--- config.mk ---
export PLATFORM = sky130hd
export DESIGN_NAME = alu_arbiter
export DESIGN_NICKNAME = d
export VERILOG_FILES = /design/src/rtl/alu_arbiter_pkg.sv /design/src/rtl/alu_arbiter_alu.sv /design/src/rtl/alu_arbiter.sv
export SDC_FILE = /design/constraint.sdc
export NUM_CORES = 1
export LEC_CHECK = 0
export ABC_AREA = 1
export BUFFER_PORTS_ARGS = -buffer_cell sky130_fd_sc_hd__buf_2
export CAP_MARGIN = 20
export CORE_MARGIN = 2
export CORE_UTILIZATION = 35
export CTS_BUF_LIST = sky130_fd_sc_hd__clkbuf_2 sky130_fd_sc_hd__clkbuf_4 sky130_fd_sc_hd__clkbuf_8
export DETAILED_ROUTE_END_ITERATION = 12
export PLACE_DENSITY = 0.54
export SYNTH_ARGS = -nofsm -noshare
export SYNTH_HDL_FRONTEND = slang
export SYNTH_SLANG_ARGS = --single-unit
--- constraint.sdc ---
create_clock -name clk -period 6.4 [get_ports clk]
set_clock_uncertainty 0.15 [all_clocks]
set_input_delay 1.28 -clock clk [delete_from_list [all_inputs] [get_ports clk]]
set_output_delay 1.28 -clock clk [all_outputs]
set_load 0.01 [all_outputs]
--- src/rtl/alu_arbiter_pkg.sv ---
// Shared types and constants for the two-port ALU arbiter.
// Op codes, FSM encoding and the captured request bundle.
package alu_arbiter_pkg;

  localparam int DATA_W  = 32;
  localparam int SHIFT_W = 4;

  typedef logic [2:0] op_t;

  localparam op_t OP_ADD  = 3'b000;
  localparam op_t OP_OR   = 3'b001;
  localparam op_t OP_AND  = 3'b010;
  localparam op_t OP_XOR  = 3'b011;
  localparam op_t OP_NOR  = 3'b100;
  localparam op_t OP_SHL  = 3'b101;
  localparam op_t OP_ROTL = 3'b110;
  localparam op_t OP_SUB  = 3'b111;

  typedef enum logic [1:0] {
    ST_IDLE = 2'd0,
    ST_EXEC = 2'd1,
    ST_RESP = 2'd2
  } state_t;

  typedef struct packed {
    op_t                 op;
    logic [DATA_W-1:0]   srca;
    logic [DATA_W-1:0]   srcb;
    logic [SHIFT_W-1:0]  shift;
    logic                owner;
  } req_t;

endpackage

--- src/rtl/alu_arbiter_alu.sv ---
// Combinational 32-bit ALU shared by both requesters.
// Zero flag is meaningful only for the subtract/compare op.
module alu_arbiter_alu
  import alu_arbiter_pkg::*;
(
  input  logic [DATA_W-1:0]  srca,
  input  logic [DATA_W-1:0]  srcb,
  input  op_t                alucontrol,
  input  logic [SHIFT_W-1:0] shift,
  output logic [DATA_W-1:0]  aluresult,
  output logic               zero
);

  logic [2*DATA_W-1:0] dbl;

  always_comb begin
    aluresult = '0;
    dbl       = {srca, srca} << shift;
    unique case (alucontrol)
      OP_ADD:  aluresult = srca + srcb;
      OP_OR:   aluresult = srca | srcb;
      OP_AND:  aluresult = srca & srcb;
      OP_XOR:  aluresult = srca ^ srcb;
      OP_NOR:  aluresult = ~(srca | srcb);
      OP_SHL:  aluresult = srca << shift;
      OP_ROTL: aluresult = dbl[2*DATA_W-1:DATA_W];
      OP_SUB:  aluresult = srca - srcb;
      default: aluresult = '0;
    endcase
  end

  assign zero = (alucontrol == OP_SUB) &&
                (srca == srcb);

endmodule

--- src/rtl/alu_arbiter.sv ---
// Two-port front end sharing one ALU: arbitrate, capture,
// execute for one cycle, then hold the response until taken.
module alu_arbiter
  import alu_arbiter_pkg::*;
#(
  parameter bit FIXED_PRIO = 1'b0
) (
  input  logic               clk,
  input  logic               rst_n,
  input  logic [1:0]         req_valid,
  output logic [1:0]         req_ready,
  input  logic [DATA_W-1:0]  req0_srca,
  input  logic [DATA_W-1:0]  req1_srca,
  input  logic [DATA_W-1:0]  req0_srcb,
  input  logic [DATA_W-1:0]  req1_srcb,
  input  op_t                req0_op,
  input  op_t                req1_op,
  input  logic [SHIFT_W-1:0] req0_shift,
  input  logic [SHIFT_W-1:0] req1_shift,
  output logic [1:0]         rsp_valid,
  input  logic [1:0]         rsp_ready,
  output logic [DATA_W-1:0]  rsp_result,
  output logic               rsp_zero,
  output logic               busy
);

  state_t            state, state_nxt;
  req_t              cur, pick;
  logic              last_owner;
  logic              winner;
  logic              accept;
  logic [DATA_W-1:0] alu_y;
  logic              alu_z;

  // Tie goes to port 0, or away from the last owner.
  always_comb begin
    winner = 1'b0;
    unique case (1'b1)
      (req_valid == 2'b10): winner = 1'b1;
      (req_valid == 2'b11):
        winner = FIXED_PRIO ? 1'b0 : ~last_owner;
      default: winner = 1'b0;
    endcase
  end

  assign accept = |(req_valid & req_ready);

  always_comb begin
    pick = winner ?
      '{op: req1_op, srca: req1_srca,
        srcb: req1_srcb, shift: req1_shift,
        owner: 1'b1} :
      '{op: req0_op, srca: req0_srca,
        srcb: req0_srcb, shift: req0_shift,
        owner: 1'b0};
  end

  always_ff @(posedge clk or negedge rst_n) begin
    if (!rst_n) state <= ST_IDLE;
    else        state <= state_nxt;
  end

  always_comb begin
    state_nxt = state;
    unique case (state)
      ST_IDLE: if (accept) state_nxt = ST_EXEC;
      ST_EXEC: state_nxt = ST_RESP;
      ST_RESP:
        if (rsp_ready[cur.owner]) state_nxt = ST_IDLE;
      default: state_nxt = ST_IDLE;
    endcase
  end

  always_comb begin
    req_ready = '0;
    rsp_valid = '0;
    busy      = (state != ST_IDLE);
    unique case (state)
      ST_IDLE:
        if (|req_valid) req_ready[winner] = 1'b1;
      ST_RESP: rsp_valid[cur.owner] = 1'b1;
      default: ;
    endcase
  end

  always_ff @(posedge clk or negedge rst_n) begin
    if (!rst_n) begin
      cur        <= '0;
      last_owner <= 1'b1;
      rsp_result <= '0;
      rsp_zero   <= 1'b0;
    end else begin
      if (state == ST_IDLE && accept) begin
        cur        <= pick;
        last_owner <= winner;
      end
      if (state == ST_EXEC) begin
        rsp_result <= alu_y;
        rsp_zero   <= alu_z;
      end
    end
  end

  alu_arbiter_alu u_alu (
    .srca       (cur.srca),
    .srcb       (cur.srcb),
    .alucontrol (cur.op),
    .shift      (cur.shift),
    .aluresult  (alu_y),
    .zero       (alu_z)
  );

endmodule
==> metrics.log, run 1 <==
INFO  metric status = complete, no violations
INFO  metric die_width = 193.6 um
INFO  metric synth.avg_cell_area = 5.839 um^2
INFO  metric mostFrequentLayoutCell = nand2_1
INFO  metric io_pins = 186
INFO  metric grt_antenna_before_repair = 0
INFO  metric postRouteWirelength = 54.74 mm
INFO  metric unrepaired_setup_endpoints_after_global_routing = no
INFO  metric layout-drive-gt1-share = 0.1088
INFO  metric area_growth = 10.76%
INFO  metric timing_worst_slew_pin_value = approximately 1.1 ns
INFO  metric detailroute.wirelength.met2 = 22.52 mm
INFO  metric fmax = 255.2 MHz
INFO  metric route.top_layer_used = met4
INFO  metric synth.yosys.seq_area_share = 0.2149
INFO  metric mappedNetlistNets = about 2.4k
INFO  metric antennaDiodeCount = 0
INFO  metric globalRouteOverflowTotal = 0
INFO  metric core_region_area = 0.03548 mm^2
INFO  metric postSynthRegisterBits = 108
INFO  metric wl_per_cell = 20.04 um
INFO  metric multiInputGateArea = about 0.0083 mm^2
INFO  metric synth_ff_type = dfrtp_1
INFO  metric finalSetupViolations = 0
INFO  metric final_clock_period_utilization_by_the_worst_path = 0.6123
INFO  metric antenna_violating_nets_post_route = 0
INFO  metric tritoncts.num_buffers = 9
INFO  metric seqCellArea = 0.002704 mm^2
INFO  metric post_cts_repair_resize_count = 0
INFO  metric grt_max_degree = 103
INFO  metric clkTransAtPathRegs = roughly 0.10 ns
INFO  metric cts_num_sinks = about 110
INFO  metric start_kind = primary input
INFO  metric num_vias = between 10k and 15k
INFO  metric synthesis.yosys.warnings = 0
INFO  metric postSynthCellCount = approximately 2.2k
INFO  metric total_global_route_track_usage = 0.2894
INFO  metric drt_first_iter_violations = 1,396
INFO  metric start_util = 0.3546
INFO  metric hold_buffers = 0
INFO  metric hpwlAfterDp = 44.81 mm
INFO  metric timing.final.max_slew_violations = 0
INFO  metric worstPathRequired = 4.97 ns
INFO  metric cp_max_fo = 44
INFO  metric met3_wirelength = 4.516 mm
INFO  metric worst_skew_pair.late_latency = 0.44 ns
INFO  metric vias_per_cell = between 5 and 6
INFO  metric clock_tree.htree_level_count = 3
INFO  metric clock_tree_from_tritoncts = yes
INFO  metric cp.arrival = 2.49 ns
INFO  metric crit_type = in2out
INFO  metric slew-limit-headroom = 0.2983
INFO  metric final.min_clock_period = roughly 3.9 ns
INFO  metric design.final.nets = 2,511
INFO  metric number_of_optimization_iterations_in_the_first_detailed_route_pass = 6
INFO  metric syn_area = around 0.013 mm^2
INFO  metric synthArstFlopShare = 1.000
INFO  metric first_pass_grt_wire_length = slightly above 80 mm
INFO  metric row_count = 69
INFO  metric place.gp.congestion = around 1
INFO  metric critical_path_end_type = output pin
INFO  metric via_count_of_the_first_global_routing_pass = 13.72k
INFO  metric metal_1_wl = 26.65 mm
INFO  metric fillers = 4,036
INFO  metric remaining_drc_errors = 0
INFO  metric tns = 0 ns
INFO  metric layout_common_cells = nand2_1 (775), inv_1 (298), nor2_1 (202)
INFO  metric post_cts_buffers = 0
INFO  metric ys_types = 49
INFO  metric hold_path.class = reg2reg
INFO  metric timing.final.hold_violations = 0
INFO  metric fp.dieH = just under 200 um
INFO  metric cts-root-buf = clkbuf_8
INFO  metric max_cap_viol_count = 0
INFO  metric fp.dieArea = approximately 0.037 mm^2
INFO  metric synth_edf_count = 0
INFO  metric place.port_buffers = 185
INFO  metric clock_tree.buffer_depth = 2
## kinds of logic (layout without fill, tap and decap cells)
family | after synthesis | count (layout) | synth area share
multiplexers | 10 | 10 | 0.007955
AO/OA/AOI/OAI | 347 | 347 | 0.1608
buffers and inverters | 406 | 522 | 0.1301
flip-flops | 108 | 108 | 0.2149
XOR/XNOR | 12 | 12 | 0.008352
AND/OR/NAND/NOR | 1175 | 1175 | 0.3803
adder cells (fa/ha/maj) | 97 | 97 | 0.09764
## through the flow
stage	area (um^2)	util	cells	hold slack (ns)	setup WS [ns]
4_1_cts	13940	0.3928	2732	0.3357	2.463
3_5_place_dp	13740	0.3871	2716	0.3101	2.464
2_1_floorplan	12580	-	2155	0.2981	2.901
3_3_place_gp	13740	0.3871	2716	0.3078	2.470
6_report	13940	0.3928	2732	0.3293	2.481
5_1_grt	13940	0.3928	2732	0.3588	2.367
## sequential cells by signal, summed over array words and instances (netlist names)
register	flops
rsp_result	32
rsp_zero	1
cur	72
last_owner	1
state	2
## layer usage
layer	GRT usage	vias up
li1	-	7067
met1	0.4422	6699
met2	0.4225	602
met3	0.04279	49
met4	0.07068	0
met5	0	-
## worst paths after layout
path	slack, ns	startpoint	endpoint	cells past startpoint
setup / recovery	2.48	req_valid[0]	req_ready[1]	7
hold / removal	0.33	rsp_result[10]	rsp_result[10]	2
setup reg to reg	3.26	cur[71]	rsp_result[11]	9
hold reg to reg	0.33	rsp_result[10]	rsp_result[10]	2
max in group asynchronous	4.49	rst_n	cur[25]	2
min in group asynchronous	0.55	rst_n	cur[11]	1
## synthesized netlist by cell type, types with 5 or more instances
| cell | n | share of area |
|---|---|---|
| o21ai_1 | 8 | 0.0032 |
| o21bai_1 | 7 | 0.0042 |
| a211oi_1 | 15 | 0.0089 |
| dfrtp_1 | 107 | 0.21 |
| a21oi_1 | 61 | 0.024 |
| xor2_1 | 11 | 0.0077 |
| nor2_2 | 5 | 0.0025 |
| buf_4 | 5 | 0.0030 |
| a22oi_1 | 5 | 0.0030 |
| nor3_1 | 14 | 0.0056 |
| buf_2 | 41 | 0.016 |
| nand3_1 | 123 | 0.049 |
| o211ai_1 | 50 | 0.030 |
| buf_1 | 5 | 0.0015 |
| nand4_1 | 23 | 0.011 |
| o21ai_0 | 144 | 0.057 |
| o22ai_1 | 45 | 0.022 |
| clkbuf_1 | 42 | 0.013 |
| and2_1 | 8 | 0.0040 |
| nand2_1 | 775 | 0.23 |
| mux2i_1 | 10 | 0.0080 |
| and3_1 | 5 | 0.0025 |
| inv_2 | 7 | 0.0021 |
| ha_1 | 95 | 0.094 |
| inv_1 | 299 | 0.089 |
| nor2_1 | 205 | 0.061 |
## cell type report
cell class,instances,share of cell area
Clock inverter,5,0.004489
Sequential cell,108,0.1940
Tap cell,461,0.04139
Clock buffer,11,0.009965
Timing Repair Buffer,198,0.07362
Inverter,308,0.08349
Multi-Input combinational cell,1641,0.5931
## worst max-delay path: stages
cell and delay [ns]:
buf_2 0.10, nand2_1 0.05, nand2_1 0.04, buf_4 0.25, nor2_4 0.11, buf_4 0.42
buf_2 0.22
Power of run 1 is left out: the tool's default activity adds up to more than one toggle a clock period on the data nets, which glitch-free logic cannot reach.
==> run 2: changes to the inputs <==
--- a/config.mk
+++ b/config.mk
@@ -5,14 +5,14 @@
 export SDC_FILE = /design/constraint.sdc
 export NUM_CORES = 1
 export LEC_CHECK = 0
-export ABC_AREA = 1
+export ABC_AREA = 0
 export BUFFER_PORTS_ARGS = -buffer_cell sky130_fd_sc_hd__buf_2
 export CAP_MARGIN = 20
 export CORE_MARGIN = 2
 export CORE_UTILIZATION = 35
 export CTS_BUF_LIST = sky130_fd_sc_hd__clkbuf_2 sky130_fd_sc_hd__clkbuf_4 sky130_fd_sc_hd__clkbuf_8
 export DETAILED_ROUTE_END_ITERATION = 12
-export PLACE_DENSITY = 0.54
+export PLACE_DENSITY = 0.55
 export SYNTH_ARGS = -nofsm -noshare
 export SYNTH_HDL_FRONTEND = slang
 export SYNTH_SLANG_ARGS = --single-unit
==> constraint.sdc (replaced) <==
create_clock -name clk -period 3.8 [get_ports clk]
set_clock_uncertainty 0.15 [all_clocks]
set_input_delay 0.76 -clock clk [delete_from_list [all_inputs] [get_ports clk]]
set_output_delay 0.76 -clock clk [all_outputs]
set_load 0.01 [all_outputs]
==> run 2 against run 1 <==
Compared with the run above:
- synthesized cell count decreased by 33%
- worst setup slack worse by 2.3 ns
- non-clock buffer count grew 85
- clock-buffer cell count decreased by 1
- register-to-register slack worse by 3.1 ns
- die area decreased by 9.1%
- sequential share of layout area up 0.66 points
- synthesized area shrank 9.3%
- cell count is 24% lower
==> metrics.log, run 2 <==
INFO  metric timing.final.max_slew_violations = 0
INFO  metric fp.dieArea = 0.03406 mm^2
INFO  metric netlist_top_cells_count = inv_1 (146), nand2_1 (132), nor2_1 (116)
INFO  metric fp.dieH = 184.5 um
INFO  metric synthesis.yosys.warnings = 0
INFO  metric wl_per_cell = between 20 and 25 um
INFO  metric synth.avg_cell_area = ~8 um^2
INFO  metric synth_area_leaders = dfrtp_1 (23%), ha_1 (10%), mux2i_1 (6.1%)
INFO  metric cp_max_fo = 6
INFO  metric layout-drive-gt1-share = 0.2153
INFO  metric final_clock_period_utilization_by_the_worst_path = 0.9561
INFO  metric die_width = 184.5 um
INFO  metric syn_area = 0.01141 mm^2
INFO  metric antennaDiodeCount = 0
INFO  metric post_cts_buffers = 0
INFO  metric antenna_violating_nets_post_route = 0
INFO  metric synth_simple_gate_area_frac = 0.1550
INFO  metric largest_register_ff_count = 72
INFO  metric synthDominantCellAreaShare = 0.2347
INFO  metric critical_path_end_type = register
INFO  metric complex_gate_fraction_of_the_synthesized_area = 0.2939
INFO  metric timing.critical_path.slowest_stage_cell = dfrtp_1
INFO  metric start_util = 0.3533
INFO  metric via_count_of_the_first_global_routing_pass = roughly 12k
INFO  metric globalRouteOverflowTotal = 0
INFO  metric worst_hold_slack = 0.1653 ns
INFO  metric status = complete, no violations
INFO  metric vias_per_cell = roughly 6
INFO  metric synth_edf_count = 0
INFO  metric slew-limit-headroom = 0.2971
INFO  metric io_pins = 186
INFO  metric grt_max_degree = 104
INFO  metric crit_type = reg2reg
INFO  metric postSynthCellCount = 1,448
INFO  metric hold_path.class = in2async
INFO  metric grt_antenna_before_repair = 1
INFO  metric mappedNetlistNets = approximately 1.7k
INFO  metric netlist.top_cell.by_area = dfrtp_1
INFO  metric place.port_buffers = 185
INFO  metric cts_num_sinks = 108
INFO  metric hpwlAfterDp = 38.56 mm
INFO  metric synth_top_family_by_area = compound AO/OA/AOI/OAI gates
INFO  metric mux_cell_area_share_after_synthesis = 0.1010
INFO  metric max_flop_register = cur
INFO  metric cp_top_family = compound AO/OA/AOI/OAI gates
INFO  metric postRouteWirelength = 49.53 mm
INFO  metric timing_worst_slew_pin_value = 1.049 ns
INFO  metric timing.final.hold_violations = 0
INFO  metric reg.largest.list = cur (72), rsp_result (32), state (2)
INFO  metric cpPeakStageDelay = about 0.46 ns
INFO  metric dpl-instance-area = 0.01327 mm^2
INFO  metric tritoncts.num_buffers = 9
INFO  metric postSynthRegisterBits = 108
INFO  metric final_core_utilization = 0.4178
INFO  metric worst_skew_pair.late_latency = 0.46 ns
INFO  metric worstPathRequired = 4.01 ns
INFO  metric layout_common_cells = buf_2 (184), inv_1 (146), nand2_1 (132)
INFO  metric synth_ff_type = dfrtp_1
INFO  metric ys_types = 82
INFO  metric row_count = 66
INFO  metric unrepaired_setup_endpoints_after_global_routing = no
INFO  metric core_region_area = 0.03229 mm^2
INFO  metric synth.yosys.seq_area_share = 0.2370
INFO  metric clkTransAtPathRegs = 0.12 ns
INFO  metric start_kind = register
INFO  metric yosys.area_share.xor_xnor = 0.01843
INFO  metric timing.critical_path.cells = ha_1, inv_1, fa_1, nand2b_1, a2111oi_0, buf_4, or4_1, a21oi_1, a31oi_1, a21oi_1, xnor2_1, o221ai_1, o21a_1
INFO  metric crit_path_frequent_cell = a21oi_1
INFO  metric synth.most_common_cell = inv_1
INFO  metric first_pass_grt_wire_length = 72.91 mm
INFO  metric synthArstFlopShare = 1.000
INFO  metric area_growth = 18.25%
INFO  metric final.min_clock_period = 3.633 ns
INFO  metric critPathBufInv = 2
INFO  metric drt_first_iter_violations = 1,470
INFO  metric mostFrequentLayoutCell = buf_2
INFO  metric clock_tree.buffer_depth = 2
INFO  metric cp.arrival = 3.84 ns
INFO  metric finalSetupViolations = 0
INFO  metric post_synth_fa_ha_maj_area_fraction = 0.1077
INFO  metric cts-root-buf = clkbuf_8
INFO  metric clock_tree_from_tritoncts = yes
INFO  metric number_of_optimization_iterations_in_the_first_detailed_route_pass = 8
INFO  metric remaining_drc_errors = 0
INFO  metric fmax = 275.2 MHz
INFO  metric clock_tree.htree_level_count = 3
INFO  metric design.final.nets = 1,884
INFO  metric max_cap_viol_count = 0
INFO  metric num_vias = ~12k
INFO  metric place.gp.congestion = 1.005
INFO  metric layout.cell_area.non_filler = 0.01349 mm^2
INFO  metric total_global_route_track_usage = 0.2881
INFO  metric tns = 0 ns
## run 2: layout make-up
class	instances	area [um^2]
clock buffer	10	137.6
clock inverter	6	68.82
fill	3383	18800
inverter	152	570.5
multi-input combinational	1085	7765
sequential	108	2706
tap	442	553.0
timing repair buffer	283	1689
## run 2: final timing paths
kind	slack (ns)	start	to	cells past startpoint
setup / recovery	0.17	cur[37]	rsp_result[30]	13
hold / removal	0.17	rst_n	cur[17]	1
setup reg to reg	0.17	cur[37]	rsp_result[30]	13
hold reg to reg	0.34	rsp_result[10]	rsp_result[10]	2
max in group asynchronous	2.50	rst_n	last_owner	2
min in group clk	0.34	rsp_result[10]	rsp_result[10]	2
## run 2: through the flow
stage	setup slack (ns)	std cells
2_1_floorplan	0.7015	1448
3_3_place_gp	0.2877	2070
3_5_place_dp	0.1617	2070
4_1_cts	0.1412	2086
5_1_grt	0.008144	2086
6_report	0.1667	2086
## run 2: kinds of logic after synthesis
family	Yosys count
AND/OR/NAND/NOR	384
buffers and inverters	255
multiplexers	92
adder cells (fa/ha/maj)	97
AO/OA/AOI/OAI	488
XOR/XNOR	24
flip-flops	108
## run 2: layer usage
layer | GRT usage | wire, um | vias to the layer above
met4 | 0.1251 | 2002 | 0
met3 | 0.04703 | 3201 | 123
met2 | 0.4686 | 23090 | 530
met1 | 0.3766 | 21230 | 6041
met5 | 0 | 0 | -
li1 | - | - | 5709
## run 2: timing repair
action | in CTS | in global routing
resized for setup | 0 | 3
endpoints found under the setup margin | 0 | 1
hold buffers | 0 | 0
Power of run 2 is left out for the same reason.
==> run 3: changes to the inputs <==
--- a/config.mk
+++ b/config.mk
@@ -12,6 +12,7 @@
 export CORE_UTILIZATION = 35
 export CTS_BUF_LIST = sky130_fd_sc_hd__clkbuf_2 sky130_fd_sc_hd__clkbuf_4 sky130_fd_sc_hd__clkbuf_8
 export DETAILED_ROUTE_END_ITERATION = 12
+export GPL_TIMING_DRIVEN = 0
 export PLACE_DENSITY = 0.55
 export SYNTH_ARGS = -nofsm -noshare
 export SYNTH_HDL_FRONTEND = slang
==> run 3 against run 2 <==
Compared with the run above:
- the run now ends with negative setup slack left
- sequential cell count unchanged
- register-to-register slack worse by 0.21 ns
- sequential share of layout area grew 0.22 points
- non-clock buffer count rose by 10
- largest cell class unchanged
==> metrics.log, run 3 (synthesis gave the netlist of run 2 again) <==
INFO  metric status = finished, violations left
INFO  metric failed_checks = negative setup slack
INFO  metric cpPeakStageDelay = approximately 0.9 ns
INFO  metric timing.final.max_slew_violations = 0
INFO  metric total_global_route_track_usage = 0.3227
INFO  metric cts_num_sinks = 108
INFO  metric remaining_drc_errors = 0
INFO  metric layout.cell_area.non_filler = 0.01341 mm^2
INFO  metric finalSetupViolations = 2
INFO  metric timing_worst_slew_pin_value = roughly 1.1 ns
INFO  metric path_depth = 7
INFO  metric io_pins = ~190
INFO  metric worst_r2r_endpoint = rsp_result[30]
INFO  metric grt_max_degree = 58
INFO  metric cts-root-buf = clkbuf_8
INFO  metric area_growth = 17.58%
INFO  metric reg.largest.list = cur (72), rsp_result (32), state (2)
INFO  metric globalRouteOverflowTotal = 0
INFO  metric postRouteWirelength = ~55 mm
INFO  metric unrepaired_setup_endpoints_after_global_routing = yes
INFO  metric layout_common_cells = buf_2 (197), inv_1 (146), nand2_1 (130)
INFO  metric core_region_area = 0.03229 mm^2
INFO  metric cp_top_family = buffers and inverters
INFO  metric largest_register_ff_count = 72
INFO  metric clock_tree.buffer_depth = 2
INFO  metric clkTransAtPathRegs = roughly 0.11 ns
INFO  metric num_vias = 12.74k
INFO  metric number_of_optimization_iterations_in_the_first_detailed_route_pass = 7
INFO  metric crit_path_frequent_cell = clkbuf_1
INFO  metric dpl-instance-area = 0.01295 mm^2
INFO  metric die_width = 184.5 um
INFO  metric fin_ws = -0.04190 ns
INFO  metric reg2reg_slack = -0.04 ns
INFO  metric antenna_violating_nets_post_route = 0
INFO  metric hold_path.class = in2async
INFO  metric max_flop_register = cur
INFO  metric crit_type = reg2reg
INFO  metric hpwlAfterDp = 43.24 mm
INFO  metric timing.final.hold_violations = 0
INFO  metric design.final.nets = 1,894
INFO  metric vias_per_cell = slightly above 6
INFO  metric critical_path_end_type = register
INFO  metric placedCellCount = 2,080
INFO  metric r2r-start = cur[69]
INFO  metric timing.critical_path.slowest_stage_cell = clkdlybuf4s15_1
INFO  metric fp.dieArea = 0.03406 mm^2
INFO  metric first_pass_grt_wire_length = 79.59 mm
INFO  metric tritoncts.num_buffers = 9
INFO  metric final_clock_period_utilization_by_the_worst_path = 1.011
INFO  metric place.gp.congestion = 1.036
INFO  metric worst_skew_pair.late_latency = 0.45 ns
INFO  metric via_count_of_the_first_global_routing_pass = 12.13k
INFO  metric critPathBufInv = 3
INFO  metric grt_antenna_before_repair = 1
INFO  metric cp_max_fo = 10
INFO  metric cp.arrival = slightly above 4 ns
INFO  metric start_kind = register
INFO  metric clock_tree.htree_level_count = 3
INFO  metric mostFrequentLayoutCell = buf_2
INFO  metric clock_tree_from_tritoncts = yes
INFO  metric fmax = 260.3 MHz
INFO  metric layout.cells.non_filler = between 2k and 2.5k
INFO  metric layout-drive-gt1-share = 0.1904
INFO  metric worstPathRequired = 4.00 ns
INFO  metric drt_first_iter_violations = 1,338
INFO  metric fp.dieH = 184.5 um
INFO  metric worst_setup_path_endpoint = rsp_result[30]
INFO  metric worst_hold_slack = ~0.19 ns
INFO  metric timing.critical_path.cells = clkbuf_1, clkbuf_1, nor2_1, nand2_1, clkdlybuf4s15_1, o221ai_1, o21a_1
INFO  metric max_cap_viol_count = 0
INFO  metric worst-r2r-cell-count = 7
INFO  metric worstSetupStartpoint = cur[69]
INFO  metric place.port_buffers = between 150 and 200
INFO  metric start_util = 0.3533
INFO  metric wl_per_cell = around 26 um
INFO  metric final.min_clock_period = slightly below 4 ns
INFO  metric slew-limit-headroom = 0.2835
INFO  metric row_count = 66
run 3: cell count changes in the layout (fill, tap and decap cells not counted), sizes merged, moves of 2 or more:
cell	change
clkbuf	+72
buf	-62
clkdlybuf4s15	+2
clkinv	-2
run 3: worst min-delay path by stage:
| stage | from | to | cells past startpoint |
|---|---|---|---|
| after CTS | rst_n | cur[46] | 1 |
| after detailed placement | rsp_result[1] | rsp_result[1] | 1 |
| final | rst_n | cur[46] | 1 |
| after global placement | rsp_zero | rsp_zero | 1 |
| after floorplan | rst_n | cur[0] | 0 |
| after global routing | rst_n | cur[10] | 1 |
run 3: layer usage:
| layer | wire length (um) | up-vias | track usage |
|---|---|---|---|
| li1 | - | 5725 | - |
| met1 | 23060 | 6219 | 0.4158 |
| met2 | 25260 | 645 | 0.5227 |
| met3 | 4142 | 149 | 0.05671 |
| met4 | 2611 | 4 | 0.1542 |
| met5 | 24 | - | 0 |
run 3: layout make-up:
class / instances / area [um^2]
repair buffers: 194 / 1021
inverters: 152 / 574.3
clock buffers: 12 / 158.9
flip-flops and latches: 108 / 2720
multi-input cells: 1085 / 7904
plain buffers: 99 / 425.4
diodes: 1 / 2.502
fillers: 3419 / 18870
clock inverters: 4 / 55.05
well taps: 442 / 553.0
run 3: through the flow:
stage,worst slack [ns],TNS [ns],util
2_1_floorplan,0.7015,0,-
3_3_place_gp,-0.4901,-3.594,0.3991
3_5_place_dp,-0.5489,-4.259,0.4011
4_1_cts,0.01167,0,0.4110
5_1_grt,-0.01243,-0.01921,0.4154
6_report,-0.04190,-0.05684,0.4154
run 3: worst reg2reg max path: cells and delay by family (launching register included):
kind | cells | cell delay (ns)
AOI/OAI and AO/OA | 2 | 0.54
buffers and inverters | 3 | 1.88
DFF | 1 | 0.34
and+or+nand+nor | 2 | 0.82
run 3: timing repair:
item | CTS | global route
buffers inserted | 1 | 3
setup endpoints to repair | 15 | 25
gates resized for setup | 25 | 37
hold buffers | 0 | 0
pin swaps | 2 | 3
Power of run 3 is left out for the same reason.
